--- config.mk ---
export PLATFORM = sky130hd
export DESIGN_NAME = multicycle_control
export DESIGN_NICKNAME = d
export VERILOG_FILES = /design/src/rtl/proc_pkg.sv /design/src/rtl/imm_extend.sv /design/src/rtl/multicycle_control.sv
export SDC_FILE = /design/constraint.sdc
export NUM_CORES = 1
export LEC_CHECK = 0
export ABC_CLOCK_PERIOD_IN_PS = 2500
export CORE_UTILIZATION = 41
export DETAILED_ROUTE_END_ITERATION = 6
export PLACE_DENSITY_LB_ADDON = 0.05
export SYNTH_ARGS = -nofsm -noshare
export SYNTH_HDL_FRONTEND = slang
export SYNTH_SLANG_ARGS = --single-unit
--- constraint.sdc ---
create_clock -name clk -period 2.5 [get_ports clk]
set_clock_uncertainty 0.2 [all_clocks]
set_input_delay 0.75 -clock clk [delete_from_list [all_inputs] [get_ports clk]]
set_output_delay 0.75 -clock clk [all_outputs]
set_load 0.02 [all_outputs]
--- src/rtl/proc_pkg.sv ---
// Shared definitions for the 16-bit multi-cycle processor control path:
// state encodings, opcodes, ALU operation codes and the control strobe bundle.
package proc_pkg;

  localparam int unsigned DATA_W_DEF = 16;
  localparam int unsigned IMM_W_DEF  = 4;
  localparam int unsigned OPC_W      = 4;

  typedef enum logic [2:0] {
    ST_FETCH     = 3'd0,
    ST_DECODE    = 3'd1,
    ST_EXECUTE   = 3'd2,
    ST_MEM       = 3'd3,
    ST_WRITEBACK = 3'd4,
    ST_HALT      = 3'd5
  } state_t;

  typedef logic [OPC_W-1:0] opcode_t;

  localparam opcode_t OP_ADD  = 4'h0;
  localparam opcode_t OP_SUB  = 4'h1;
  localparam opcode_t OP_AND  = 4'h2;
  localparam opcode_t OP_OR   = 4'h3;
  localparam opcode_t OP_ADDI = 4'h4;
  localparam opcode_t OP_ANDI = 4'h5;
  localparam opcode_t OP_LW   = 4'h6;
  localparam opcode_t OP_SW   = 4'h7;
  localparam opcode_t OP_BEQ  = 4'h8;
  localparam opcode_t OP_HALT = 4'hF;

  typedef enum logic [1:0] {
    ALU_ADD = 2'b00,
    ALU_SUB = 2'b01,
    ALU_AND = 2'b10,
    ALU_OR  = 2'b11
  } alu_op_t;

  // Per-cycle datapath strobes produced by the sequencer
  typedef struct packed {
    logic    mem_req;
    logic    mem_we;
    logic    addr_sel;
    logic    ir_write;
    logic    pc_inc;
    logic    pc_branch;
    logic    reg_write;
    logic    wb_sel;
    alu_op_t alu_op;
    logic    alu_src_imm;
    logic    illegal;
  } ctrl_t;

  // Opcodes whose immediate field is a signed offset/operand
  function automatic logic is_sext_op(input opcode_t op);
    return (op == OP_ADDI) || (op == OP_LW) || (op == OP_SW) || (op == OP_BEQ);
  endfunction

endpackage

--- src/rtl/imm_extend.sv ---
// Combinational immediate extender: widens an IMM_W field to DATA_W,
// replicating the top bit when sign_ext is set, zero-filling otherwise.
module imm_extend #(
  parameter int unsigned IMM_W  = 4,
  parameter int unsigned DATA_W = 16
) (
  input  logic [IMM_W-1:0]  imm,
  input  logic              sign_ext,
  output logic [DATA_W-1:0] ext_c
);

  localparam int unsigned PAD_W = DATA_W - IMM_W;

  logic [PAD_W-1:0] pad;

  assign pad   = sign_ext ? {PAD_W{imm[IMM_W-1]}} : {PAD_W{1'b0}};
  assign ext_c = {pad, imm};

endmodule

--- src/rtl/multicycle_control.sv ---
// Multi-cycle control sequencer: walks each instruction through
// fetch/decode/execute/mem/writeback and drives the datapath strobes.
module multicycle_control
  import proc_pkg::*;
#(
  parameter int unsigned DATA_W   = DATA_W_DEF,
  parameter int unsigned IMM_W    = IMM_W_DEF,
  parameter int unsigned WAIT_MAX = 15
) (
  input  logic              clk,
  input  logic              rst_n,
  input  logic              en,
  input  logic [15:0]       instr,
  input  logic              alu_zero,
  input  logic              mem_ready,
  output logic              mem_req,
  output logic              mem_we,
  output logic              addr_sel,
  output logic              ir_write,
  output logic              pc_inc,
  output logic              pc_branch,
  output logic              reg_write,
  output logic              wb_sel,
  output logic [1:0]        alu_op,
  output logic              alu_src_imm,
  output logic [DATA_W-1:0] imm_ext,
  output logic              illegal,
  output logic              halted,
  output logic              mem_timeout,
  output logic [2:0]        state_dbg
);

  localparam int unsigned CNT_W = $clog2(WAIT_MAX + 1);

  state_t            state_q, state_d;
  opcode_t           opcode_q;
  opcode_t           dec_op;
  logic [DATA_W-1:0] imm_ext_q;
  logic [DATA_W-1:0] imm_raw;
  logic              sext_sel;
  logic [CNT_W-1:0]  wait_cnt_q;
  logic              wait_expired;
  logic              timeout_q;
  logic              timeout_set;
  ctrl_t             ctrl;
  logic              unused_instr;

  assign dec_op       = instr[15:12];
  assign sext_sel     = is_sext_op(dec_op);
  assign unused_instr = ^instr[11:IMM_W];

  // The increment on this cycle would land on WAIT_MAX
  assign wait_expired = (wait_cnt_q == CNT_W'(WAIT_MAX - 1));

  imm_extend #(
    .IMM_W (IMM_W),
    .DATA_W(DATA_W)
  ) u_imm_extend (
    .imm     (instr[IMM_W-1:0]),
    .sign_ext(sext_sel),
    .ext_c   (imm_raw)
  );

  // State register
  always_ff @(posedge clk or negedge rst_n) begin
    if (!rst_n) begin
      state_q <= ST_FETCH;
    end else begin
      state_q <= state_d;
    end
  end

  // Next-state and strobe decode
  always_comb begin
    state_d     = state_q;
    ctrl        = '0;
    timeout_set = 1'b0;

    case (state_q)
      ST_FETCH: begin
        if (en) begin
          ctrl.mem_req = 1'b1;
          if (mem_ready) begin
            ctrl.ir_write = 1'b1;
            ctrl.pc_inc   = 1'b1;
            state_d       = ST_DECODE;
          end else if (wait_expired) begin
            timeout_set = 1'b1;
            state_d     = ST_HALT;
          end
        end
      end

      ST_DECODE: state_d = ST_EXECUTE;

      ST_EXECUTE: begin
        state_d = ST_FETCH;
        case (opcode_q)
          OP_ADD, OP_SUB, OP_AND, OP_OR: begin
            ctrl.alu_op = alu_op_t'(opcode_q[1:0]);
            state_d     = ST_WRITEBACK;
          end
          OP_ADDI: begin
            ctrl.alu_op      = ALU_ADD;
            ctrl.alu_src_imm = 1'b1;
            state_d          = ST_WRITEBACK;
          end
          OP_ANDI: begin
            ctrl.alu_op      = ALU_AND;
            ctrl.alu_src_imm = 1'b1;
            state_d          = ST_WRITEBACK;
          end
          OP_LW, OP_SW: begin
            ctrl.alu_op      = ALU_ADD;
            ctrl.alu_src_imm = 1'b1;
            state_d          = ST_MEM;
          end
          OP_BEQ: begin
            ctrl.alu_op    = ALU_SUB;
            ctrl.pc_branch = alu_zero;
          end
          OP_HALT: state_d = ST_HALT;
          default: ctrl.illegal = 1'b1;
        endcase
      end

      ST_MEM: begin
        ctrl.mem_req  = 1'b1;
        ctrl.addr_sel = 1'b1;
        ctrl.mem_we   = (opcode_q == OP_SW);
        if (mem_ready) begin
          state_d = (opcode_q == OP_LW) ? ST_WRITEBACK : ST_FETCH;
        end else if (wait_expired) begin
          timeout_set = 1'b1;
          state_d     = ST_HALT;
        end
      end

      ST_WRITEBACK: begin
        ctrl.reg_write = 1'b1;
        ctrl.wb_sel    = (opcode_q == OP_LW);
        state_d        = ST_FETCH;
      end

      ST_HALT: state_d = ST_HALT;

      default: state_d = ST_FETCH;
    endcase

    // Strobes must drop the moment reset asserts, even mid-wait
    if (!rst_n) begin
      ctrl = '0;
    end
  end

  // Memory wait counter: restarts on each new memory phase or completion
  always_ff @(posedge clk or negedge rst_n) begin
    if (!rst_n) begin
      wait_cnt_q <= '0;
    end else if ((state_d != state_q) && ((state_d == ST_FETCH) || (state_d == ST_MEM))) begin
      wait_cnt_q <= '0;
    end else if (ctrl.mem_req && mem_ready) begin
      wait_cnt_q <= '0;
    end else if (ctrl.mem_req) begin
      wait_cnt_q <= wait_cnt_q + CNT_W'(1);
    end
  end

  always_ff @(posedge clk or negedge rst_n) begin
    if (!rst_n) begin
      timeout_q <= 1'b0;
    end else if (timeout_set) begin
      timeout_q <= 1'b1;
    end
  end

  // Opcode and immediate captured once per instruction in DECODE
  always_ff @(posedge clk or negedge rst_n) begin
    if (!rst_n) begin
      opcode_q  <= OP_ADD;
      imm_ext_q <= '0;
    end else if (state_q == ST_DECODE) begin
      opcode_q  <= dec_op;
      imm_ext_q <= (sext_sel || (dec_op == OP_ANDI)) ? imm_raw : '0;
    end
  end

  assign mem_req     = ctrl.mem_req;
  assign mem_we      = ctrl.mem_we;
  assign addr_sel    = ctrl.addr_sel;
  assign ir_write    = ctrl.ir_write;
  assign pc_inc      = ctrl.pc_inc;
  assign pc_branch   = ctrl.pc_branch;
  assign reg_write   = ctrl.reg_write;
  assign wb_sel      = ctrl.wb_sel;
  assign alu_op      = ctrl.alu_op;
  assign alu_src_imm = ctrl.alu_src_imm;
  assign illegal     = ctrl.illegal;
  assign imm_ext     = imm_ext_q;
  assign halted      = (state_q == ST_HALT);
  assign mem_timeout = timeout_q;
  assign state_dbg   = state_q;

endmodule
==> impl_metrics.yaml, run 1 <==
place:
  placed_area_mm2: 0.00174
  globalplace.congestion: 0.831
  portBuffers: 45
  dp_cells: 214
  pre_cts_slack_ns: -0.917
  hpwl_um: 2190
global_route:
  antenna_found_initial: 0
  grt_overflow: 0
  grt.total_usage: 0.204
  grt_max_degree: 18
  grt_first_pass_wirelength_um: 4490
  grt_pass1_vias: 1040
pwr:
  p_per_area_mw_per_mm2: 1030
  sequentialPowerShare: 0.255
  ir_drop_v: 0.000842
  p_clk_frac: 0.078
  p_sw_frac: 0.430
  p_leak_uw: 0.000845
  p_comb_frac: 0.667
  power.total_uw: 1840
  p_int_uw: 1050
  switchingPower_uw: 792
critical_path:
  worstPathCellList: "buf_4 > buf_4 > and2_1 > o21ai_2 > inv_1 > buf_2"
  cp_common_cell: "buf_4"
  slowest_stage: "dfrtp_1"
  startpoint_type: "flop"
  cp.arrival_ns: 1.53
  crit_required_ns: 1.55
  worstSetupPathType: "reg -> out"
  endpoint_kind: "output pin"
  critPathMaxFanout: 7
  slowest_delay_ns: 0.41
logic_synthesis:
  synth_nets: 156
  synthDistinctLibCells: 40
  synth_edf_count: 0
  async_flop_share: 1.00
  syn-mean-instance-area_um2: 8.71
  ys_ff_latch: 17
  yosys_most_used_dff: "dfrtp_1"
  yosysTopAreaCell: "dfrtp_1"
  ys_warn_count: 0
  yosys.area.top_type_share: 0.367
  netlist_instances: 133
  synthesis.area_mm2: 0.00116
  yosysSeqAreaShare: 0.367
  synth.area.top_cells: "dfrtp_1 37%, buf_4 8.4%, mux2_2 3.9%"
timing:
  max_slew_margin: 0.594
  fmax_mhz: 404
  rsz0062_at_grt: "true"
  drv_slew: 0
  worst_slew_pin_slew_ns: 0.601
  finalHoldViolCount: 0
  setup_violations: 0
  period_needed_ns: 2.48
  setup_ws_ns: 0.0248
  fin_crit_sh: 0.990
route:
  drc: 0
  wl_per_cell_um: 12.9
  drtIter0Drc: 21
  vias_per_cell: 5.26
  routed_wl_um: 2840
  postRouteAntennaNets: 0
  via_count: 1158
  drt_pass1_iterations: 4
floorplan:
  ios: 54
  rows: 18
  fp.dieH_um: 55.2
  coreArea_mm2: 0.00257
  die_area_mm2: 0.00304
  start_util: 0.451
  die_w_um: 55.2
layout:
  diodes: 0
  final_cell_area_mm2: 0.00179
  instances_no_fill: 220
  layout_commonest_cell: "buf_4"
  finish.utilization: 0.697
  nNetsFinal: 214
  drive_gt1_frac: 0.353
  synthToLayoutAreaGrowth_pct: 54.5
  layout_common_cells: "29 x buf_4, 27 x clkdlybuf4s50_1, 14 x dfrtp_1, 9 x nand2_1"
clock_network:
  cts_sinks: 17
  cts-root-buf: "clkbuf_4"
  htreeDepth: 1
  cts_buffer_depth: 2
  clkTransAtPathRegs_ns: 0.10
  clk_latency_ns: 0.28
  cts_tree: "done"
  cts_buffers: 3
worst_hold_path:
  hold_class: "in -> async"
status:
  status: "finished clean"
run:
  cap_violations: 0
## final cells by class
cell class                 count  area, µm²
fill                         226        777
inverter                       7       26.3
clock inverter                 1       5.00
clock buffer                   3       22.5
tap                           30       37.5
timing repair buffer          72        616
multi-input combinational     90        654
sequential                    17        429
## flip-flops by register name, summed over array words and instances (netlist names)
register / count
wait_cnt_q: 4
imm_ext: 5
state_dbg: 3
opcode_q: 4
mem_timeout: 1
## cells by family after synthesis
| logic type | synth area share |
|---|---|
| AO/OA/AOI/OAI | 0.172 |
| flip-flops | 0.367 |
| AND/OR/NAND/NOR | 0.272 |
| multiplexers | 0.0389 |
| adder cells (fa/ha/maj) | 0.0216 |
| buffers and inverters | 0.129 |
## routing by layer
metal  vias up  wire [µm]  GRT usage
met3         2        167     0.0191
met4         0         14     0.0500
met2        34       1360      0.349
li1        578          -          -
met5         -          0          0
met1       544       1300      0.276
## critical path, delay by kind of cell, from the launching register on
family / cells / cell delay (ns)
flops: 1 / 0.41
buf+inv: 4 / 0.54
compound gates: 1 / 0.14
simple gates: 1 / 0.15
## timing repair
item	CTS	global route
cloned	0	0
gates resized for setup	71	16
buffers inserted	2	0
hold buffers	0	0
endpoints found under the setup margin	17	26
pin swaps	3	5
## synthesized netlist by cell type (all sizes together) (2+ instances only)
cell    number
and2         2
a31oi        3
inv          7
nor2b        2
ha           2
a22o         3
o21ai        6
and3b        2
a2111o       2
and3         3
nor2         9
nor4b        2
dfrtp       17
nor3         7
nand2       10
nand2b       3
buf         15
mux2         4
nand3        3
a21oi        8
nor3b        4
clkbuf       4
## path summary, 6_finish.rpt
path | from | end | slack [ns] | cells past startpoint
min | rst_n | state_dbg[1] | 0.24 | 2
min reg2reg | mem_timeout | mem_timeout | 0.29 | 1
min in group clk | mem_timeout | mem_timeout | 0.29 | 1
max | state_dbg[0] | mem_req | 0.02 | 6
max reg2reg | opcode_q[2] | wait_cnt_q[1] | 0.12 | 7
max in group asynchronous | rst_n | imm_ext[14] | 1.64 | 2
## through the flow
step / TNS [ns] / hold WS (ns)
3_3_place_gp: -10.84 / 0.257
5_1_grt: -0.106 / 0.267
6_report: 0 / 0.245
2_1_floorplan: -0.145 / 0.254
4_1_cts: 0 / 0.281
3_5_place_dp: -11.13 / 0.261
## power by group through the flow
stage	logic, µW	clock network (µW)	registers (µW)
CTS	1200	155	466
detailed placement	1180	0	470
finish	1230	144	470
global placement	1170	0	465
global route	1330	164	490
floorplan	678	0	513
No activity file was read; power rests on OpenSTA's default activity.
==> inputs of run 2 (changes only) <==
--- a/config.mk
+++ b/config.mk
@@ -8,7 +8,9 @@
 export ABC_CLOCK_PERIOD_IN_PS = 2500
 export CORE_UTILIZATION = 41
 export DETAILED_ROUTE_END_ITERATION = 6
+export MAX_ROUTING_LAYER = met4
 export PLACE_DENSITY_LB_ADDON = 0.05
 export SYNTH_ARGS = -nofsm -noshare
 export SYNTH_HDL_FRONTEND = slang
 export SYNTH_SLANG_ARGS = --single-unit
+export TNS_END_PERCENT = 30
==> run 2 against run 1 <==
  * Power down 1.7%
  * Hold slack worse by 0.043 ns
  * Largest cell class unchanged
  * Maximum frequency down 0.69%
  * Register-to-register slack better by 0.07 ns
  * Clock power about the same
  * Sequential cell count unchanged
  * Sequential power about the same
  * Design area down 1.2%
  * Combinational power about the same
==> impl_metrics.yaml, run 2 (synthesis results as in run 1) <==
status:
  status: "finished clean"
global_route:
  grt_overflow: 0
  grt.total_usage: 0.219
  antenna_found_initial: 0
  grt_pass1_vias: 1019
  grt_first_pass_wirelength_um: 4540
  grt_max_degree: 16
timing:
  fmax_mhz: 401
  finalHoldViolCount: 0
  rsz0062_at_grt: "true"
  setup_ws_ns: 0.00772
  setup_violations: 0
  max_slew_margin: 0.576
  drv_slew: 0
  period_needed_ns: 2.49
  worst_slew_pin_slew_ns: 0.628
  fin_crit_sh: 0.997
clock_network:
  cts_tree: "done"
  clk_latency_ns: 0.28
  cts_hold_buf: 0
  cts-root-buf: "clkbuf_4"
  clkTransAtPathRegs_ns: 0.10
  cts_buffer_depth: 2
  cts_buffers: 3
  cts_sinks: 17
  htreeDepth: 1
pwr:
  p_leak_uw: 0.000837
  p_per_area_mw_per_mm2: 1020
  ir_drop_v: 0.000807
floorplan:
  ios: 54
  fp.dieH_um: 55.2
  die_area_mm2: 0.00304
  coreArea_mm2: 0.00257
  die_w_um: 55.2
  rows: 18
  start_util: 0.451
place:
  globalplace.congestion: 0.892
  pre_cts_slack_ns: -0.917
  hpwl_um: 2190
  portBuffers: 45
critical_path:
  worstSetupPathType: "in -> out"
  worst-path-stages: 5
  crit_required_ns: 1.55
  critPathMaxFanout: 5
  slowest_delay_ns: 0.27
  slowest_stage: "nor4_4"
  endpoint_kind: "output pin"
  endpoint: "wb_sel"
  crit_start: "rst_n"
  worstPathCellList: "buf_2 > inv_2 > nor4_4 > and3_1 > buf_4"
  rr_startpoint: "opcode_q[2]"
  reg2reg_setup_slack_ns: 0.19
  worst-path-buf-inv: 3
  r2r_cells: 7
  startpoint_type: "primary input"
  cp.arrival_ns: 1.54
  r2r_end: "wait_cnt_q[1]"
  cp_top_family: "simple AND/OR/NAND/NOR gates"
layout:
  largest_reg_flops: 5
  finish.utilization: 0.689
  layout_common_cells: "28 x buf_4, 27 x clkdlybuf4s50_1, 16 x dfrtp_1, 9 x nand2_1"
  layout_commonest_cell: "buf_4"
  diodes: 0
  nNetsFinal: 212
  synthToLayoutAreaGrowth_pct: 52.7
  fillers: 224
  drive_gt1_frac: 0.330
route:
  drt_pass1_iterations: 5
  via_count: 1157
  vias_per_cell: 5.31
  routed_wl_um: 2830
  wl_per_cell_um: 13.0
  drtIter0Drc: 21
  postRouteAntennaNets: 0
  drc: 0
run:
  cap_violations: 0
worst_hold_path:
  hold_class: "in -> async"
-- run 2: layout make-up --
class	count	area, µm²	area share
clock buffer	3	22.5	0.0127
clock inverter	1	5.00	0.00283
inverter	7	26.3	0.0149
multi-input combinational	90	648	0.366
sequential	17	427	0.241
tap	30	37.5	0.0212
timing repair buffer	70	603	0.341
-- run 2: power breakdown --
part           total (µW)  internal [µW]  leakage [µW]  switching [µW]
Clock                 144           59.4     0.0000177            84.2
Combinational        1200            599      0.000598             600
Sequential            469            369      0.000222            99.5
-- run 2: timing repair --
| item | 4_1_cts | 5_1_grt |
|---|---|---|
| endpoints found under the setup margin | 23 | 16 |
| endpoints found under the hold margin | 0 | 0 |
| setup buffers | 2 | 1 |
| pin swaps | 5 | 4 |
| resized for setup | 75 | 8 |
-- run 2: worst min path at each step --
| stage | from | to | depth (start not counted) |
|---|---|---|---|
| 3_5_place_dp | imm_ext[3] | imm_ext[3] | 2 |
| 5_1_grt | rst_n | state_dbg[0] | 2 |
| 2_1_floorplan | rst_n | imm_ext[0] | 0 |
| 4_1_cts | rst_n | state_dbg[0] | 2 |
| 6_report | rst_n | state_dbg[1] | 2 |
| 3_3_place_gp | imm_ext[3] | imm_ext[3] | 2 |
-- run 2: metal layers --
| layer | part of all wire | track usage |
|---|---|---|
| met1 | 0.45 | 0.285 |
| met2 | 0.48 | 0.343 |
| met3 | 0.064 | 0.0273 |
| met4 | 0.0071 | 0.0875 |
| met5 | 0 | - |
-- run 2: metrics by stage --
stage | power (µW) | cell area, µm² | hold WS, ns | instances | TNS [ns]
after floorplan | 1190 | 1180 | 0.254 | 133 | -0.156
after global placement | 1600 | 1710 | 0.258 | 211 | -11.00
after detailed placement | 1620 | 1710 | 0.267 | 211 | -11.32
after CTS | 1810 | 1750 | 0.187 | 217 | -0.00437
after global routing | 1950 | 1770 | 0.193 | 218 | -0.156
final | 1810 | 1770 | 0.202 | 218 | 0
==> inputs of run 3 (changes only) <==
--- a/config.mk
+++ b/config.mk
@@ -5,8 +5,8 @@
 export SDC_FILE = /design/constraint.sdc
 export NUM_CORES = 1
 export LEC_CHECK = 0
-export ABC_CLOCK_PERIOD_IN_PS = 2500
-export CORE_UTILIZATION = 41
+export ABC_CLOCK_PERIOD_IN_PS = 2900
+export CORE_UTILIZATION = 44
 export DETAILED_ROUTE_END_ITERATION = 6
 export MAX_ROUTING_LAYER = met4
 export PLACE_DENSITY_LB_ADDON = 0.05
==> constraint.sdc (replaced) <==
create_clock -name clk -period 2.9 [get_ports clk]
set_clock_uncertainty 0.2 [all_clocks]
set_input_delay 0.87 -clock clk [delete_from_list [all_inputs] [get_ports clk]]
set_output_delay 0.87 -clock clk [all_outputs]
set_load 0.02 [all_outputs]
==> run 3 against run 2 <==
  * Utilization decreased by 2.4 points
  * Critical endpoint is now alu_op[0]
  * Design area fell by 6.9%
  * First-iteration DRC count fell by 33%
  * Sequential cell count unchanged
  * Critical path depth unchanged
  * Sequential share of layout area rose by 1.7 points
  * Register-to-register slack gained 0.28 ns
  * Global-route usage decreased by 0.078 points
  * Wire length fell by 0.64%
  * Cell count decreased by 6.0%
==> impl_metrics.yaml, run 3 (synthesis results as in run 1) <==
layout:
  layout_commonest_cell: "clkdlybuf4s50_1"
  finish.utilization: 0.665
  nNetsFinal: 199
  largest_reg_flops: 5
  diodes: 0
  layout_common_cells: "31 x clkdlybuf4s50_1, 17 x dfrtp_1, 12 x buf_4, 10 x nand2_1, 9 x nor2_1"
  synthToLayoutAreaGrowth_pct: 42.2
  drive_gt1_frac: 0.217
critical_path:
  critPathMaxFanout: 5
  cp.arrival_ns: 1.79
  crit_required_ns: 1.83
  startpoint_type: "primary input"
  worstSetupPathType: "in -> out"
  endpoint_kind: "output pin"
floorplan:
  fp.dieH_um: 53.3
  die_w_um: 53.3
  ios: 54
  die_area_mm2: 0.00284
  rows: 18
  coreArea_mm2: 0.00248
  start_util: 0.468
place:
  hpwl_um: 2110
  globalplace.congestion: 0.949
  portBuffers: 45
  pre_cts_slack_ns: -0.690
pwr:
  switchingPower_uw: 658
  p_leak_uw: 0.000729
  p_int_uw: 810
  p_sw_frac: 0.448
  p_comb_frac: 0.619
  p_per_area_mw_per_mm2: 891
  p_clk_frac: 0.088
  ir_drop_v: 0.000763
  sequentialPowerShare: 0.293
clock_network:
  clk_latency_ns: 0.29
  cts-root-buf: "clkbuf_4"
  htreeDepth: 1
  cts_sinks: 17
  cts_buffer_depth: 2
  clkTransAtPathRegs_ns: 0.10
  cts_buffers: 3
  cts_tree: "done"
  cts_hold_buf: 0
route:
  via_count: 1106
  vias_per_cell: 5.40
  wl_per_cell_um: 13.7
  postRouteAntennaNets: 0
  drtIter0Drc: 14
  drt_pass1_iterations: 5
  routed_wl_um: 2820
  drc: 0
global_route:
  grt_use_met2: 0.367
  use_met1: 0.274
  grt_first_pass_wirelength_um: 4320
  grt_util_met3: 0.0287
  antenna_found_initial: 0
  grt_pass1_vias: 938
  grt_overflow: 0
  grt_max_degree: 15
  busiest_layer: "met2"
  grt.total_usage: 0.218
worst_hold_path:
  hold_class: "reg -> reg"
timing:
  setup_ws_ns: 0.0445
  max_slew_margin: 0.556
  fmax_mhz: 350
  setup_violations: 0
  drv_slew: 0
  period_needed_ns: 2.86
  finalHoldViolCount: 0
  rsz0062_at_grt: "false"
  worst_slew_pin_slew_ns: 0.657
  whs_ns: 0.288
  fin_crit_sh: 0.985
status:
  status: "finished clean"
run:
  cap_violations: 0
## run 3: cell types whose count changed in the layout (fill, tap and decap cells not counted), moves of 2 or more
cell	before	now
clkdlybuf4s50_1	27	31
dlymetal6s2s_1	2	0
nor3b_2	2	0
buf_4	28	12
nor3b_1	1	3
## run 3: cell type report
type | instances | area (µm²)
fillers | 217 | 830
multi-input cells | 90 | 622
repair buffers | 57 | 510
flip-flops and latches | 17 | 425
well taps | 30 | 37.5
clock buffers | 4 | 26.3
inverters | 7 | 26.3
## run 3: final timing paths
check	start	to	slack, ns	depth (start not counted)
setup / recovery	rst_n	alu_op[0]	0.04	5
hold / removal	imm_ext[3]	imm_ext[3]	0.29	2
setup reg to reg	state_dbg[0]	wait_cnt_q[0]	0.47	8
hold reg to reg	imm_ext[3]	imm_ext[3]	0.29	2
max in group asynchronous	rst_n	opcode_q[1]	1.84	2
min in group asynchronous	rst_n	state_dbg[1]	0.42	2
## run 3: power groups by stage
stage               Sequential (µW)  Combinational (µW)  Clock (µW)
CTS                             430                 885         133
global route                    449                 977         140
detailed placement              432                 873           0
floorplan                       442                 572           0
global placement                426                 856           0
finish                          430                 909         129
## run 3: through the flow
stage	instance area (µm²)	cells	total power [µW]	setup TNS (ns)
final	1650	205	1470	0
after global routing	1650	205	1570	0
after CTS	1670	205	1450	0
after detailed placement	1610	200	1310	-8.39
after global placement	1610	200	1280	-8.07
after floorplan	1160	133	1010	0
## run 3: per-layer routing
layer / part of all wire / vias up
li1: - / 547
met1: 0.44 / 524
met2: 0.50 / 33
met3: 0.050 / 2
met4: 0.0071 / 0
met5: 0 / -
## run 3: critical path, stage by stage
cell and delay (ns):
clkdlybuf4s15_2 0.23, nand2_1 0.08, buf_4 0.16, nor3_1 0.16, clkdlybuf4s15_2 0.28
## run 3: what timing repair did
action	in CTS	in global routing
gates resized for setup	51	10
pin swaps	1	2
setup buffers	1	0
setup endpoints to repair	12	11
